==> src/rtl/apu_frame_sequencer.sv <==
// NES APU frame sequencer: quarter/half-frame strobes, $4017 control, frame IRQ.
// Optional frame IRQ (flag, inhibit bit, ack) is built when APU_FRAME_IRQ_EN is defined.
module apu_frame_sequencer #(
  parameter int DIVIDER = 7457
) (
  input  logic       iClk,
  input  logic       iReset,
  input  logic       iW_frame,
  input  logic [7:0] iFrame_data,
  input  logic       iIrq_ack,
  output logic       oEnvelope_clk,
  output logic       oLength_sweep_clk,
  output logic       oIrq,
  output logic [2:0] oStep,
  output logic       oMode
);

  typedef enum logic [2:0] {
    S0 = 3'd0,
    S1 = 3'd1,
    S2 = 3'd2,
    S3 = 3'd3,
    S4 = 3'd4
  } stepT;

  localparam logic [15:0] PRE_LAST = 16'(DIVIDER - 1);

  logic [15:0] pre;
  stepT        step;
  stepT        stepNext;
  logic        mode;
  logic        envClk;
  logic        lenClk;
  logic        envNext;
  logic        lenNext;
  logic        irqSet;
  logic        tick;
  logic        unusedData;

  // A write on the same edge swallows the pending step event.
  assign tick = (pre == PRE_LAST) && !iW_frame;
  assign unusedData = ^iFrame_data[5:0];

  always_ff @(posedge iClk or posedge iReset) begin
    if (iReset) begin
      pre <= '0;
    end else if (iW_frame || tick) begin
      pre <= '0;
    end else begin
      pre <= pre + 16'd1;
    end
  end

  always_ff @(posedge iClk or posedge iReset) begin
    if (iReset) begin
      step   <= S0;
      mode   <= 1'b0;
      envClk <= 1'b0;
      lenClk <= 1'b0;
    end else begin
      step   <= stepNext;
      envClk <= envNext;
      lenClk <= lenNext;
      if (iW_frame) begin
        mode <= iFrame_data[7];
      end
    end
  end

  always_comb begin
    stepNext = step;
    envNext  = 1'b0;
    lenNext  = 1'b0;
    irqSet   = 1'b0;
    unique case (1'b1)
      iW_frame: begin
        stepNext = S0;
        envNext  = iFrame_data[7];
        lenNext  = iFrame_data[7];
      end
      tick: begin
        case (step)
          S0: begin
            envNext  = 1'b1;
            stepNext = S1;
          end
          S1: begin
            envNext  = 1'b1;
            lenNext  = 1'b1;
            stepNext = S2;
          end
          S2: begin
            envNext  = 1'b1;
            stepNext = S3;
          end
          S3: begin
            // 5-step mode idles on this step
            envNext  = !mode;
            lenNext  = !mode;
            irqSet   = !mode;
            stepNext = mode ? S4 : S0;
          end
          S4: begin
            envNext  = 1'b1;
            lenNext  = 1'b1;
            stepNext = S0;
          end
          default: stepNext = S0;
        endcase
      end
      default: ;
    endcase
  end

`ifdef APU_FRAME_IRQ_EN
  logic inhibit;
  logic irq;

  always_ff @(posedge iClk or posedge iReset) begin
    if (iReset) begin
      inhibit <= 1'b0;
      irq     <= 1'b0;
    end else begin
      if (iW_frame) begin
        inhibit <= iFrame_data[6];
      end
      // setting beats a coincident ack
      if (irqSet && !inhibit) begin
        irq <= 1'b1;
      end else if (iIrq_ack || (iW_frame && iFrame_data[6])) begin
        irq <= 1'b0;
      end
    end
  end

  assign oIrq = irq;
`else
  logic unusedIrq;
  assign unusedIrq = ^{iIrq_ack, iFrame_data[6], irqSet};
  assign oIrq = 1'b0;
`endif

  assign oEnvelope_clk     = envClk;
  assign oLength_sweep_clk = lenClk;
  assign oStep             = step;
  assign oMode             = mode;

endmodule

==> config.mk <==
export PLATFORM = sky130hd
export DESIGN_NAME = apu_frame_sequencer
export DESIGN_NICKNAME = d
export VERILOG_FILES = /design/src/rtl/apu_frame_sequencer.sv
export SDC_FILE = /design/constraint.sdc
export NUM_CORES = 1
export LEC_CHECK = 0
export CAP_MARGIN = 20
export CORE_AREA = 2 2 47 49
export CTS_BUF_LIST = sky130_fd_sc_hd__clkbuf_4 sky130_fd_sc_hd__clkbuf_8
export DETAILED_ROUTE_END_ITERATION = 10
export DIE_AREA = 0 0 49 51
export GPL_ROUTABILITY_DRIVEN = 0
export HOLD_SLACK_MARGIN = 0.06
export PLACE_DENSITY = 0.86
export SYNTH_ARGS = -nofsm -noshare
export SYNTH_HDL_FRONTEND = slang
export SYNTH_SLANG_ARGS = --single-unit
==> constraint.sdc <==
create_clock -name iClk -period 6.35 [get_ports iClk]
set_clock_uncertainty 0.1 [all_clocks]
set_input_delay 1.5875 -clock iClk [delete_from_list [all_inputs] [get_ports iClk]]
set_output_delay 1.5875 -clock iClk [all_outputs]
set_load 0.03 [all_outputs]
Yosys cells after proc, flatten, opt, wreduce, memory -nomap -nowiden
Index checks and enable logic that the tools add are counted.

Mux-type cells: 8. Reductions and logical operators: 8. Add/sub/neg operators: 1. Eq/ne operators: 5.

Operator list (count): $add A16 B1 Y16 const B (1); $eq A16 B13 Y1 const B (1); $mux W16 (1); $pmux W3 S4 (1); $pmux W1 S2 (4); $eq A3 B2 Y1 const B (2); $pmux W3 S2 (1); $reduce_or A4 Y1 (1); $eq A3 B1 Y1 const B (1); $eq A3 B3 Y1 const B (1); $logic_not A3 Y1 (1); $mux W3 (1); $logic_not A1 Y1 (2); $reduce_bool A2 Y1 (1); $reduce_or A2 Y1 (1); $logic_and A1 B1 Y1 (1); $logic_or A1 B1 Y1 (1).

Bits of input ports: 12. Register bits: 22.

Depth between registers and ports, before layout
Word-level depth: 4. Mapped depth: 8. Depth with buffers taken out: 6.

Least setup slack after synthesis
No wires, ideal clock.

Kind: input port to flip-flop. Start: input iW_frame. End: register pre[10]. Path slack: 3.793 ns. Required time: 6.129 ns. Buffers on the path: 2. Arrival time: 2.336 ns. Cell stages on the path: 5. Cells stage by stage: clkbuf_1 > inv_1 > nand2_1 > buf_2 > nor2_1.

Cells in the longest elaborated chain, start to end: 4.

RTL lines: start, declared (RTL line 8) `input logic iW_frame,`; $logic_not A1 Y1 (RTL line 41) `assign tick = (pre == PRE_LAST) && !iW_frame;`; $logic_and A1 B1 Y1 (RTL line 41); $logic_or A1 B1 Y1 (*) (RTL line 47) `end else if (iW_frame || tick) begin`; $mux W16 (*) (RTL line 47); end signal, assigned (RTL line 50) `pre <= pre + 16'd1;`; end, declared (RTL line 28) `logic [15:0] pre;`.

Every way passes the cells marked *; elsewhere a longest branch is shown, timed or not. A chain may end at the register's enable or synchronous reset.

Final worst setup path
Start: register step[2] (netlist: oStep[2]). End: output oStep[2].

RTL lines: start, declared (RTL line 29) `stepT step;`; start signal, assigned (RTL line 61) `step <= stepNext;`; end, declared (RTL line 14) `output logic [2:0] oStep,`.

No word-level cell between the ends.

==> results.md <==
- Status: finished clean
- Crit start category: flop
- Num rows: 17
- Hold Crit Class: flop to flop
- Hold buffer count at cts: 0
- Residual DRC count: 0
- Setup bufs post-CTS: 0
- Total chip power: around 0.00028 W
- Setup TNS: 0 ps
- Hold Path End: pre[0]
- Final period util: about 51%
- Post-synthesis sequential area ratio: approximately half
- Clock tree root driver cell: clkbuf_4
- Antenna viol nets, final: 0
- Final setup viols: 0
- DRT iter0 DRCs: 21
- Ant. Diodes: 0
- Die height: between 50 and 60 µm
- Grt total ovfl: 0
- RR Startpoint: pre[2]
- Most common cell after layout, fill and taps aside: dfrtp_1
- Chip width: a little under 50 µm
- Hold path depth: 1
- Critical path fanouts, max: 9
- Slew Limit Fails: 0
- RR Endpoint: pre[10]
- IR Drop Worst-Case VDD: between 0.00015 and 0.0002 V
- Die ar.: about 2500 µm²
- Clock Tree Buf Depth: 2
- Synthesis warning total: 0
- Worst path max stage delay: about 720 ps
- I/O Buffers: 9
- Synth cell types: 31
- Final nets: 139
- Max-cap violation count: 0
- Vias in the first global route: around 730
- Critical path's slowest cell: clkdlybuf4s50_1
- Worst Setup End Kind: output pin
- Post-DP HPWL: 1.41 mm
- Synthesis-stage register bit count: 22
- Cts repair resizes: 0
- First-pass DRT Iterations: 4
- Buf+Inv Stages, Crit Path: 1
- Cts bufs inserted: 3
- Crit path kind: flop to output pin
- Pin count of the biggest net entering global routing: 23
- CTS tree: built
- CP Cell Sequence: clkdlybuf4s50_1
- Vias per std cell: roughly 5.5
- Slew Limit Headroom: approximately 47%
- Cell count of the worst reg-to-reg path: 4
- Total track usage: between 15 and 20%
- Post-Synthesis Cells: between 100 and 150
- Routed wire length: between 2 and 2.5 mm
- Commonest non-fill, non-tap cells in the layout: 22 x dfrtp_1, 18 x nor2_1, 9 x clkdlybuf4s50_1
- Clock Sinks: 22
- Initial Utilization: 54.2%
- Leak: between 0.5 and 0.6 nW
- Core region area: between 2000 and 2500 µm²
- Ports: 19
- Hold_sp: pre[0]
- FF-to-FF setup slack: 3830 ps
- Via count: between 800 and 900
- Least-Margin Pin Slew: ~800 ps
- Global-route wire length before repair: 3.33 mm
- Area Growth Syn to Fin: 13.6%
- Max Clk Rate: 0.310 GHz
- Clk pin slew, worst setup/hold paths: between 100 and 150 ps
- Mean routed wirelength per cell: around 13 µm
- Avg Inst Size Synth: between 9 and 10 µm²
- Synth Cell Area: about 1100 µm²
- Final Hold Viols: 0
- Syn_nets: 130
- Cell family contributing the most delay on the critical path: buffers and inverters
- Final critical delay including setup and external delays: roughly 3200 ps
- Antenna violations before repair: 0
- CP required: 4660 ps
- Worst Path Arrival: ~1500 ps
- Unrepaired setup endpoints after global routing: false
- Clk_lat worst skew: 310 ps
- Hold WS: around 420 ps
- Share of cells above drive strength 1: about 4.0%
- Pwr/cell area: 222 nW/µm²
- H-tree levels: 1
sequential cells by signal, indices dropped and copies added (netlist names):
register	count
oMode	1
oEnvelope_clk	1
pre	16
oStep	3
oLength_sweep_clk	1
through the flow:
step / utilization, % / instance area (µm²) / setup slack, ps / instances
after floorplan: - / 1120 / 3790 / 116
after global placement: 59.1 / 1220 / 3250 / 148
after detailed placement: 59.1 / 1220 / 3200 / 148
after CTS: 61.6 / 1270 / 3120 / 152
after global routing: 61.6 / 1270 / 3040 / 152
final: 61.6 / 1270 / 3120 / 152
logic make-up after synthesis:
family | after synthesis | share of synthesized area (%)
buffers and inverters | 11 | 4.25
muxes | 1 | 0.895
other | 1 | 0.335
adders and majority gates | 2 | 2.24
AOI/OAI and AO/OA | 10 | 6.38
xor gates and xnor gates | 13 | 10.2
DFF | 22 | 49.2
and+or+nand+nor | 56 | 26.5
power by group:
group	internal, W	total (W)	switching, W
Sequential	0.000144	0.000149	0.00000522
Combinational	0.0000111	0.0000269	0.0000158
Clock	0.0000638	0.000106	0.0000422
Total	0.000219	0.000282	0.0000632
worst max-delay path by stage:
stage | start | to | slack (ps) | cells after the start
global route | oStep[0] | oStep[0] | 3040 | 1
finish | oStep[2] | oStep[2] | 3120 | 1
global placement | iW_frame | pre[4] | 3250 | 4
floorplan | iW_frame | pre[10] | 3790 | 5
CTS | oStep[1] | oStep[1] | 3120 | 1
detailed placement | iW_frame | pre[10] | 3200 | 4
routing by layer:
metal | vias to the layer above | part of all wire (%) | global-route usage (%)
li1 | 417 | - | -
met1 | 403 | 45 | 22.5
met2 | 16 | 49 | 28.5
met3 | 4 | 4.0 | 6.73
met4 | 0 | 1.4 | 6.67
met5 | - | 0 | 0
final cells by class:
class	count	area [µm²]
tap	28	35.0
clock inverter	1	30.0
fill	184	792
clock buffer	3	22.5
sequential	22	551
timing repair buffer	9	90.1
inverter	6	22.5
multi-input combinational	83	520
Yosys cell counts:
master,number,area share [%]
clkbuf_1,2,0.67
or4b_1,1,0.89
inv_1,6,2.0
a221o_1,1,0.89
nor4b_1,1,0.78
a22oi_1,1,0.67
xnor2_1,8,6.3
ha_1,2,2.2
a21oi_2,1,0.78
buf_2,2,0.89
nor4_1,4,2.2
mux2i_1,1,0.89
dfrtp_1,22,49
and3_1,3,1.7
a21oi_1,3,1.3
or4bb_1,1,1.0
conb_1,1,0.34
nand2_1,6,2.0
o31ai_1,2,1.3
buf_4,1,0.67
o21ai_0,1,0.45
nor3_1,1,0.45
and4_1,1,0.78
or4_1,3,2.0
nand3_1,8,3.6
xor2_1,5,3.9
nor2_1,18,6.0
a311o_1,1,0.89
nand2b_1,3,1.7
or3_1,2,1.1
nand4_1,4,2.2
No activity file was read; power rests on OpenSTA's default activity.
